File: src/rtl/present_inv_sbox_layer_d2.sv
// 3-share masked PRESENT inverse S-box layer, one nibble per cycle, core latency 3.
// INV_SBOX_OUT_CLEAR_EN: clear the result shares on an accepted start.
`timescale 1ns/1ps
module present_inv_sbox_layer_d2 #(
   parameter int NIBBLES = 16,
   parameter int RW      = 8
) (
   input  logic                 clk,
   input  logic                 rst,
   input  logic                 start,
   input  logic [4*NIBBLES-1:0] in1,
   input  logic [4*NIBBLES-1:0] in2,
   input  logic [4*NIBBLES-1:0] in3,
   input  logic [RW-1:0]        r,
   output logic                 busy,
   output logic                 done,
   output logic [4*NIBBLES-1:0] out1,
   output logic [4*NIBBLES-1:0] out2,
   output logic [4*NIBBLES-1:0] out3
);
   localparam int W = 4 * NIBBLES;
   localparam logic [4:0] COL_FIRST = 5'd3;
   localparam logic [4:0] CNT_DONE  = 5'(NIBBLES + 2);
   localparam logic [4:0] CNT_LAST  = 5'(NIBBLES + 3);
   localparam int PA [6] = '{0, 0, 1, 0, 1, 2};
   localparam int PB [6] = '{1, 2, 2, 3, 3, 3};

   typedef logic [2:0][3:0] nib3_t;

   function automatic logic [2:0] col(input nib3_t s, input int b);
      return {s[2][b], s[1][b], s[0][b]};
   endfunction

   // Non-complete product: share i never sees input share i.
   function automatic logic [2:0] ti_and(input logic [2:0] a,
                                         input logic [2:0] b);
      logic [2:0] z;
      z[0] = (a[1] & b[1]) ^ (a[1] & b[2]) ^ (a[2] & b[1]);
      z[1] = (a[2] & b[2]) ^ (a[0] & b[2]) ^ (a[2] & b[0]);
      z[2] = (a[0] & b[0]) ^ (a[0] & b[1]) ^ (a[1] & b[0]);
      return z;
   endfunction

   logic [2:0][W-1:0] in_s, sh_q, sh_d, out_q, out_d;
   nib3_t             reg0_q, reg0_d, reg1x_q, reg2l_q, reg2l_d, l_s, y;
   logic [2:0][5:0]   reg1p_q, reg1p_d;
   logic [2:0][2:0]   reg2c_q, reg2c_d;
   logic [2:0]        zf, p01, p02, c0v, c1v, c2v;
   logic [4:0]        cnt_q, cnt_d;
   logic              busy_q, busy_d, done_q, done_d;
   logic              accept, collect;

   assign in_s = {in3, in2, in1};

   // Stage F: all six degree-2 monomials, refreshed with r.
   always_comb begin
      reg1p_d = '0;
      zf      = '0;
      for (int j = 0; j < 6; j++) begin
         zf = ti_and(col(reg0_q, PA[j]), col(reg0_q, PB[j]));
         reg1p_d[0][j] = zf[0] ^ r[j];
         reg1p_d[1][j] = zf[1] ^ r[j+2];
         reg1p_d[2][j] = zf[2] ^ r[j] ^ r[j+2];
      end
   end

   // Middle affine layer: linear part of Sinv over x and the monomials.
   always_comb begin
      l_s = '0;
      for (int i = 0; i < 3; i++) begin
         l_s[i][0] = reg1x_q[i][0] ^ reg1x_q[i][2] ^ reg1p_q[i][4];
         l_s[i][1] = reg1x_q[i][0] ^ reg1x_q[i][1] ^ reg1x_q[i][3]
                   ^ reg1p_q[i][1] ^ reg1p_q[i][4] ^ reg1p_q[i][5];
         l_s[i][2] = reg1x_q[i][3] ^ reg1p_q[i][0] ^ reg1p_q[i][1]
                   ^ reg1p_q[i][2] ^ reg1p_q[i][3] ^ reg1p_q[i][4];
         l_s[i][3] = reg1x_q[i][0] ^ reg1x_q[i][1] ^ reg1x_q[i][2]
                   ^ reg1x_q[i][3] ^ reg1p_q[i][0];
      end
   end

   // Stage G: cubic terms x0x1x2, x0x1x3, x0x2x3.
   assign p01 = {reg1p_q[2][0], reg1p_q[1][0], reg1p_q[0][0]};
   assign p02 = {reg1p_q[2][1], reg1p_q[1][1], reg1p_q[0][1]};
   assign c0v = ti_and(p01, col(reg1x_q, 2));
   assign c1v = ti_and(p01, col(reg1x_q, 3));
   assign c2v = ti_and(p02, col(reg1x_q, 3));

   // Linear shares rotate so each slot still misses one input share.
   always_comb begin
      reg2c_d = '0;
      for (int i = 0; i < 3; i++)
         reg2c_d[i] = {c2v[i], c1v[i], c0v[i]};
      reg2l_d = {l_s[0], l_s[2], l_s[1]};
   end

   // Output affine layer; the Sinv constant 5 goes on share 1.
   always_comb begin
      y = '0;
      for (int i = 0; i < 3; i++)
         y[i] = reg2l_q[i] ^ {reg2c_q[i][0] ^ reg2c_q[i][2],
                              ^reg2c_q[i], ^reg2c_q[i], 1'b0};
      y[0] = y[0] ^ 4'h5;
   end

   assign accept  = start & (~busy_q | done_q);
   assign collect = busy_q & (cnt_q >= COL_FIRST) & (cnt_q <= CNT_DONE);

   always_comb begin
      busy_d = busy_q;
      done_d = 1'b0;
      cnt_d  = cnt_q;
      sh_d   = sh_q;
      reg0_d = reg0_q;
      out_d  = out_q;
      if (collect)
         for (int i = 0; i < 3; i++)
            out_d[i] = {y[i], out_q[i][W-1:4]};
      if (accept) begin
         busy_d = 1'b1;
         cnt_d  = 5'd1;
         for (int i = 0; i < 3; i++) begin
            sh_d[i]   = in_s[i] >> 4;
            reg0_d[i] = in_s[i][3:0];
         end
`ifdef INV_SBOX_OUT_CLEAR_EN
         out_d = '0;
`endif
      end else if (busy_q) begin
         cnt_d = cnt_q + 5'd1;
         for (int i = 0; i < 3; i++) begin
            sh_d[i]   = sh_q[i] >> 4;
            reg0_d[i] = sh_q[i][3:0];
         end
         if (cnt_q == CNT_DONE) done_d = 1'b1;
         if (cnt_q == CNT_LAST) busy_d = 1'b0;
      end
   end

   always_ff @(posedge clk) begin
      if (rst) begin
         sh_q    <= '0;
         reg0_q  <= '0;
         reg1x_q <= '0;
         reg1p_q <= '0;
         reg2l_q <= '0;
         reg2c_q <= '0;
         out_q   <= '0;
         cnt_q   <= '0;
         busy_q  <= 1'b0;
         done_q  <= 1'b0;
      end else begin
         sh_q    <= sh_d;
         reg0_q  <= reg0_d;
         reg1x_q <= reg0_q;
         reg1p_q <= reg1p_d;
         reg2l_q <= reg2l_d;
         reg2c_q <= reg2c_d;
         out_q   <= out_d;
         cnt_q   <= cnt_d;
         busy_q  <= busy_d;
         done_q  <= done_d;
      end
   end

   assign busy = busy_q;
   assign done = done_q;
   assign out1 = out_q[0];
   assign out2 = out_q[1];
   assign out3 = out_q[2];
endmodule

File: config.mk
export PLATFORM = sky130hd
export DESIGN_NAME = present_inv_sbox_layer_d2
export DESIGN_NICKNAME = d
export VERILOG_FILES = /design/src/rtl/present_inv_sbox_layer_d2.sv
export SDC_FILE = /design/constraint.sdc
export NUM_CORES = 1
export LEC_CHECK = 0
export ABC_CLOCK_PERIOD_IN_PS = 5200
export BUFFER_PORTS_ARGS = -buffer_cell sky130_fd_sc_hd__buf_2
export CAP_MARGIN = 5
export CORE_ASPECT_RATIO = 2
export CORE_MARGIN = 2
export CORE_UTILIZATION = 40
export CTS_CLUSTER_SIZE = 10
export DETAILED_ROUTE_END_ITERATION = 10
export GPL_TIMING_DRIVEN = 0
export PLACE_DENSITY = 0.67
export RECOVER_POWER = 25
export SETUP_SLACK_MARGIN = 0.2
export SLEW_MARGIN = 25
export SYNTH_ARGS = -nofsm -noshare
export SYNTH_HDL_FRONTEND = slang
export SYNTH_SLANG_ARGS = --single-unit
File: constraint.sdc
create_clock -name clk -period 5.2 [get_ports clk]
set_clock_uncertainty 0.15 [all_clocks]
set_input_delay 0.78 -clock clk [delete_from_list [all_inputs] [get_ports clk]]
set_output_delay 0.78 -clock clk [all_outputs]
set_load 0.1 [all_outputs]
# --- After elaboration in Yosys (flattened, before gate mapping) ---
# Index checks and enable logic that the tools add are counted.
word_totals:
  out_inout_bits: 194
  inputBits: 203
  ff_bits: 442
op_classes:
  n_bitwise: 216
  n_eq_ne: 2
  add_sub_neg: 1
  mux: 10
  reduce_logical: 6
  magnitude_cmp: 2
ops:
  columns: ["cell", "count"]
  rows:
  - ["$mux W188", 2]
  - ["$xor A1 B1 Y1", 126]
  - ["$and A1 B1 Y1", 84]
  - ["$mux W12", 2]
  - ["$xor A4 B4 Y4", 3]
  - ["$eq A5 B5 Y1 const B", 2]
  - ["$reduce_xor A3 Y1", 3]
  - ["$mux W1", 6]
  - ["$add A5 B1 Y5 const B", 1]
  - ["$ge A5 B2 Y1 const B", 1]
  - ["$le A5 B5 Y1 const B", 1]
  - ["$reduce_or A3 Y1", 1]
  - ["$not A2 Y2", 1]
  - ["$reduce_bool A2 Y1", 1]
  - ["$reduce_or A2 Y1", 1]
  - ["$not A1 Y1", 1]
  - ["$or A1 B1 Y1", 1]

# --- Longest topological paths before layout ---
# Gate-level depths: netlist (run 1).
depth:
  depth_word: 5
  depth_mapped: 10

# --- Least setup slack after synthesis (run 1) ---
# Ideal clock, no wire load.
synth_path:
  path_type: "reg-to-reg"
  startpoint: "register busy_q (netlist: busy)"
  endpoint: "register sh_q[10] in the netlist's numbering"
  n_path_buf: 3
  setup_slack_ps: 2822
  arrival_time_ps: 2143
  path_stages_with_launch: 8
  setup_time_ps: 86
  t_required_ps: 4964
  synth_period_minus_slack_ps: 2378
  path_cell_list: "dfxtp_1 > buf_2 > inv_2 > o21ai_2 > buf_2 > buf_4 > nor2_1 > a211oi_1"
synth_via:
  elab_chain_cells: 4
synth_lines:
  columns: ["element", "line_no", "text"]
  rows:
  - ["from (decl)", "50", "logic busy_q, busy_d, done_q, done_d;"]
  - ["from (signal assigned)", "160", "busy_q <= busy_d;"]
  - ["$not A1 Y1 (no line)", null, null]
  - ["$or A1 B1 Y1", "105", "assign accept = start & (~busy_q | done_q);"]
  - ["$and A1 B1 Y1", "105", null]
  - ["$mux W188 or $reduce_bool A2 Y1 (tied branches)", null, null]
  - ["to (signal assigned)", "141", "sh_q <= '0;"]
  - ["to (signal assigned)", "152", "sh_q <= sh_d;"]
  - ["to (decl)", "44", "logic [2:0][W-1:0] in_s, sh_q, sh_d, out_q, out_d;"]
# Several ways; a longest one is shown, not always the timed one.
# A chain may end at the register's enable or synchronous reset.

# --- Worst setup path after layout (run 1) ---
layout_path:
  startpoint: "register busy_q (netlist: busy)"
  endpoint: "register sh_q[141] in the netlist's numbering"
# The elaborated chain is that of the path after synthesis.

==> results of run 1 <==
==> worst max-delay path, stage by stage (launching register included) <==
cell and delay, ps:
dfxtp_1 330, clkbuf_1 460, inv_1 190, o21ai_0 670, clkbuf_1 640, clkbuf_1 440
a211oi_1 160
==> per-stage QoR <==
stage | utilization (%) | hold WS (ps)
2_1_floorplan | - | 257
3_3_place_gp | 46.5 | 267
3_5_place_dp | 46.5 | 275
4_1_cts | 49.5 | 214
5_1_grt | 49.4 | 234
6_report | 49.4 | 241
==> routing by layer <==
metal	global-route usage (%)	vias up	routed length, µm
li1	-	7256	-
met1	19.9	6877	18100
met2	42.7	475	29000
met3	5.60	148	3520
met4	11.4	18	2740
met5	0	-	115
==> synthesized netlist by cell type (3+ instances only) <==
| cell type | number | area, µm² |
|---|---|---|
| dfxtp_1 | 442 | 8850 |
| mux2i_1 | 358 | 3580 |
| nand2_1 | 216 | 811 |
| nor2_1 | 196 | 736 |
| a211oi_1 | 179 | 1340 |
| clkbuf_1 | 64 | 240 |
| buf_2 | 54 | 270 |
| xnor2_1 | 48 | 420 |
| xor2_1 | 28 | 245 |
| a22o_1 | 19 | 166 |
| mux2_2 | 19 | 214 |
| nor2b_1 | 19 | 119 |
| o21ai_0 | 19 | 95.1 |
| nand2b_1 | 18 | 113 |
| buf_4 | 16 | 120 |
| a21oi_1 | 14 | 70.1 |
| a31oi_1 | 14 | 87.6 |
| buf_6 | 11 | 124 |
| a31o_2 | 9 | 78.8 |
| a21o_1 | 8 | 60.1 |
| a22oi_1 | 8 | 60.1 |
| nor3b_1 | 8 | 60.1 |
| and3_1 | 6 | 37.5 |
| o21a_1 | 6 | 45.0 |
| ha_1 | 5 | 62.6 |
| nand3b_1 | 5 | 37.5 |
| inv_1 | 4 | 15.0 |
| or2_2 | 4 | 25.0 |
| a32oi_1 | 3 | 26.3 |
| nand4_1 | 3 | 18.8 |
| nor3_1 | 3 | 15.0 |
==> area by class of cell <==
class,instances,area [µm²],area share (%)
Inverter,6,22.5,0.101
Clock inverter,4,63.8,0.287
Multi-Input combinational cell,1227,8620,38.8
Tap cell,560,701,3.15
Buffer,147,704,3.17
Antenna cell,5,12.5,0.0563
Timing Repair Buffer,395,1980,8.89
Clock buffer,52,1280,5.76
Sequential cell,442,8850,39.8
==> cell families (layout without fill, tap and decap cells) <==
family,count (synthesis),in the layout,synth area share [%]
mux,377,377,20.8
simple gates,485,485,11.1
flops,442,442,48.4
buf+inv,153,604,4.30
other cells,0,5,0
fa+ha+maj,5,5,0.343
compound gates,284,284,11.4
xor+xnor,76,76,3.64
==> sequential cells by signal (all words and copies together), names as in the netlist, 5 cells and up <==
signal / cells
reg0_q: 12
reg2c_q: 9
out2: 64
cnt_q: 5
sh_q: 180
reg1p_q: 12
out3: 64
reg1x_q: 12
reg2l_q: 12
out1: 64
==> final timing paths <==
path | start | end | slack (ps) | cells after the start
max | busy | sh_q[141] | 2020 | 6
min | in2[0] | reg0_q[4] | 240 | 2
max reg2reg | busy | sh_q[141] | 2020 | 6
min reg2reg | reg2l_q[0] | out1[60] | 290 | 1
==> where the power goes <==
| part | switching [W] | total [W] | internal (W) |
|---|---|---|---|
| Sequential | 0.000123 | 0.00369 | 0.00357 |
| Combinational | 0.000492 | 0.000885 | 0.000393 |
| Clock | 0.00132 | 0.00309 | 0.00178 |
| Total | 0.00193 | 0.00767 | 0.00574 |
==> out/qor.csv, run 1 <==
stage;metric;value;unit
worst_setup_path;crit_path_end_kind;flop;
synthesis;syn_area_per_cell;10.0;µm²
job;drv_cap;0;
detailed_routing;first_pass_iters;4;
worst_setup_path;cp_max_fo;10;
worst_setup_path;start_kind;flop;
sta;max_freq;315;MHz
layout;layout_commonest_cell;dfxtp_1;
power_and_ir_drop;power.density;345;nW/µm²
layout;finalNonFillerCells;2838;
sta;maxSlewHeadroom;25.5;%
die;rows;110;
sta;rsz0062_at_grt;no;
sta;finalCritPeriodShare;61.1;%
placement;dpl_worst_slack;2240;ps
layout;post_route_cells_drive_above_1_share;23.9;%
cts;ctsResizeCount;0;
layout;fin_nets;2477;
sta;maxSlewViolCount;0;
detailed_routing;drc;0;
detailed_routing;detail-route-antenna-nets;0;
sta;fin_tns_setup;0;ps
die;design.die.area;47500;µm²
cts;insertion_delay;580;ps
cts;cts_sinks;442;
placement;post-dp-hpwl;42400;µm
placement;place_inst;2777;
synthesis;syn_inst;1822;
worst_setup_path;crit_arrival;3450;ps
cts;cts_buffers;50;
sta;tightest_slew;1110;ps
global_routing;grt_antenna_before_repair;14;
die;dieWidth;155;µm
detailed_routing;vias;14800;
cts;clk_path_buf_depth;3;
synthesis;synth_fp_nets;2030;
global_routing;grt-ovfl-total;0;
die;die_h;306;µm
layout;layout_common_cells;dfxtp_1 (442), buf_2 (436), mux2i_1 (358), nand2_1 (216), nor2_1 (197);
cts;cts.clk_slew.worst_paths;60;ps
detailed_routing;drt_iter0_markers;556;
placement;gp_congestion;0.894;
layout;fill_cells;4269;
layout;syn2layout_area_growth;21.7;%
power_and_ir_drop;vdd_drop_max;0.271;mV
synthesis;synth_warnings;0;
synthesis;netlist_area;18300;µm²
sta;hold_viol;0;
synthesis;ys_ff_latch;442;
die;start_util;40.6;%
placement;placedInstanceArea;20900;µm²
synthesis;async_flop_share;0;%
global_routing;grt_pass1_vias;15500;
cts;cts_hold_buf;0;
worst_setup_path;worstPathRequired;5470;ps
power_and_ir_drop;leakage;10.3;nW
power_and_ir_drop;total_power;0.00767;W
worst_setup_path;crit_type;flop to flop;
hold_path;hp-class;input pin to flop;
detailed_routing;drt-wirelength-per-cell;18.8;µm
sta;setup_viol;0;
die;core-area;45000;µm²
cts;cts_tree;yes;
synthesis;synth_ff_type;dfxtp_1;
detailed_routing;drt-total-wl;53500;µm
global_routing;grt_max_degree;14;
cts;post_cts_buffers;0;
synthesis;ys_seq_area_share;48.4;%
global_routing;grt_use_total;21.7;%
synthesis;synth_edf_count;0;
placement;io_buffer_count;395;
cts;root_buffer;clkbuf_16;
sta;setup_slack;2020;ps
sta;period_needed;3180;ps
synthesis;netlist-cell-type-count;43;
layout;final_area;22200;µm²
run_status;status;complete, no violations;
global_routing;grt_first_pass_wirelength;81600;µm
die;pin_count;397;
detailed_routing;viasPerCell;5.21;
cts;h-tree-depth;2;
(Power assumes the default switching activity.)
==> run 2: changes to the inputs <==
--- a/config.mk
+++ b/config.mk
@@ -5,7 +5,7 @@
 export SDC_FILE = /design/constraint.sdc
 export NUM_CORES = 1
 export LEC_CHECK = 0
-export ABC_CLOCK_PERIOD_IN_PS = 5200
+export ABC_CLOCK_PERIOD_IN_PS = 3100
 export BUFFER_PORTS_ARGS = -buffer_cell sky130_fd_sc_hd__buf_2
 export CAP_MARGIN = 5
 export CORE_ASPECT_RATIO = 2
==> constraint.sdc (replaced) <==
create_clock -name clk -period 3.1 [get_ports clk]
set_clock_uncertainty 0.15 [all_clocks]
set_input_delay 0.465 -clock clk [delete_from_list [all_inputs] [get_ports clk]]
set_output_delay 0.465 -clock clk [all_outputs]
set_load 0.1 [all_outputs]
==> run 2 against run 1 <==
Compared with the run above: utilization increased by 0.47 points; total power rose by 68%; global-route usage rose by 0.072 points; setup slack worse by 1500 ps; count of clock-buffer cells in the layout unchanged; clock power rose by 68%; design area up 0.95%; flip-flop and latch count unchanged; critical path type unchanged; critical endpoint is now sh_q[183].
==> out/qor.csv, run 2 (synthesis gave the netlist of run 1 again) <==
stage;metric;value;unit;change
run_status;status;complete, no violations;;
detailed_routing;drt-wirelength-per-cell;18.8;µm;-0.41%
global_routing;use_met3;5.34;%;-0.25 points
power_and_ir_drop;leakage;10.0;nW;-2.8%
cts;cts.clk_slew.worst_paths;60;ps;about the same
power_and_ir_drop;power.share.clock;40.2;%;about the same
cts;cts_tree;yes;;
global_routing;grt_first_pass_wirelength;82000;µm;+0.54%
layout;layout_common_cells;dfxtp_1 (442), mux2i_1 (358), buf_2 (339), nand2_1 (216), nor2_1 (196);;
sta;fin_tns_setup;0;ps;unchanged
power_and_ir_drop;p_seq_share;48.0;%;about the same
sta;maxSlewViolCount;0;;unchanged
worst_setup_path;worst_r2r_path_depth;6;;unchanged
die;start_util;40.6;%;unchanged
placement;io_buffer_count;395;;unchanged
cts;insertion_delay;580;ps;about the same
worst_setup_path;crit_end;sh_q[183];;
detailed_routing;vias;14800;;+0.31%
worst_setup_path;cp_max_fo;10;;unchanged
hold_path;hp-start;in3[1];;
power_and_ir_drop;vdd_drop_max;0.449;mV;+66%
global_routing;grt_use_total;21.8;%;+0.072 points
global_routing;grt_use_met2;42.9;%;+0.19 points
layout;largest_reg_flops;180;;unchanged
power_and_ir_drop;p_sw_share;25.2;%;about the same
sta;tightest_slew;1240;ps;+133 ps
sta;finalCritPeriodShare;84.2;%;+23 points
power_and_ir_drop;power.density;575;nW/µm²;+67%
cts;cts_sinks;442;;unchanged
detailed_routing;drt-total-wl;53800;µm;+0.54%
sta;period_needed;2610;ps;-567 ps
sta;max_freq;383;MHz;+22%
sta;rsz0062_at_grt;no;;
layout;finalNonFillerCells;2865;;+0.95%
layout;post_route_cells_drive_above_1_share;20.0;%;-4.0 points
hold_path;hp-class;input pin to flop;;
worst_setup_path;crit_type;flop to flop;;
placement;gp_congestion;0.894;;unchanged
global_routing;grt-ovfl-total;0;;unchanged
global_routing;use_met1;20.0;%;+0.12 points
cts;cts_buffers;50;;unchanged
global_routing;grt_pass1_vias;15700;;+1.3%
detailed_routing;detail-route-antenna-nets;0;;unchanged
die;design.die.area;47500;µm²;unchanged
detailed_routing;viasPerCell;5.17;;-0.63%
job;drv_cap;0;;unchanged
layout;syn2layout_area_growth;22.9;%;
detailed_routing;drt_iter0_markers;525;;-5.6%
worst_setup_path;crit_arrival;2890;ps;-560 ps
layout;fin_nets;2506;;+1.2%
global_routing;grt_max_degree;14;;unchanged
cts;clk_path_buf_depth;3;;unchanged
worst_setup_path;crit_start;busy;;
sta;setup_viol;0;;unchanged
worst_setup_path;crit_path_end_kind;flop;;
layout;layout_commonest_cell;dfxtp_1;;
detailed_routing;first_pass_iters;6;;+2
power_and_ir_drop;p_int;0.00965;W;+68%
worst_setup_path;worstPathRequired;3380;ps;-2090 ps
detailed_routing;drc;0;;unchanged
power_and_ir_drop;power_switching;0.00325;W;+68%
global_routing;grt-busiest-layer;met2;;
die;dieWidth;155;µm;unchanged
die;rows;110;;unchanged
cts;h-tree-depth;2;;unchanged
cts;root_buffer;clkbuf_16;;
worst_setup_path;r2r-start;busy;;
worst_setup_path;reg2reg_slack;490;ps;-1530 ps
global_routing;grt_antenna_before_repair;9;;-5
power_and_ir_drop;p_comb_share;11.8;%;+0.3 points
worst_setup_path;rr_endpoint;sh_q[183];;
sta;hold_viol;0;;unchanged
die;die_h;306;µm;unchanged
die;core-area;45000;µm²;unchanged
layout;largest-register;sh_q;;
cts;ctsResizeCount;0;;unchanged
worst_setup_path;start_kind;flop;;
placement;place_inst;2777;;unchanged
sta;maxSlewHeadroom;17.4;%;-8.1 points
placement;post-dp-hpwl;42400;µm;unchanged
die;pin_count;397;;unchanged
run 2: changes by cell type in the layout (fill, tap and decap cells not counted), sizes merged:
cell | before | now
dlygate4sd3 | 0 | 29
diode | 5 | 3
buf | 455 | 367
clkbuf | 139 | 227
run 2: layout make-up:
cell class / count / area (µm²)
fill: 4286 / 22600
sequential: 442 / 8850
multi-input combinational: 1227 / 8630
timing repair buffer: 424 / 2140
clock buffer: 52 / 1280
buffer: 147 / 756
tap: 560 / 701
clock inverter: 4 / 63.8
inverter: 6 / 22.5
antenna: 3 / 7.51
run 2: worst max-delay path, stage by stage, from the launching register on:
cell and delay (ps):
dfxtp_1 330, clkbuf_1 480, inv_2 130, o21ai_2 330, clkbuf_1 560, buf_2 370, a211oi_1 110
run 2: layer usage:
metal | share of wire (%) | vias up | wire length, µm
met5 | 0.15 | - | 79
li1 | - | 7310 | -
met2 | 54 | 473 | 29000
met3 | 6.3 | 154 | 3410
met1 | 34 | 6871 | 18400
met4 | 5.4 | 12 | 2880
run 2: how the worst min path moves through the flow:
stage	to	slack, ps	depth (start not counted)
finish	reg0_q[9]	20	3
global route	sh_q[27]	20	3
CTS	reg0_q[9]	0.4	3
detailed placement	out1[60]	270	1
global placement	out1[60]	270	1
floorplan	out1[60]	260	1
run 2: repair_timing:
item | CTS | global route
setup buffers | 0 | 0
hold buffers | 29 | 0
endpoints found under the hold margin | 29 | 0
run 2: per-stage QoR:
stage	setup slack [ps]	hold WS, ps	total power [W]	instance area [µm²]	util [%]
final	491	22.5	0.0129	22400	49.9
after floorplan	722	257	0.00731	18300	-
after global routing	316	18.4	0.0134	22400	49.9
after CTS	717	0.445	0.0130	22600	50.2
after detailed placement	451	275	0.00780	20900	46.5
after global placement	485	267	0.00776	20900	46.5
run 2: power groups by stage:
stage	combinational [W]	sequential, W	clock (W)
final	0.00152	0.00619	0.00519
after global routing	0.00167	0.00622	0.00550
after CTS	0.00153	0.00619	0.00529
after detailed placement	0.00149	0.00631	0
after global placement	0.00146	0.00630	0
after floorplan	0.00105	0.00626	0
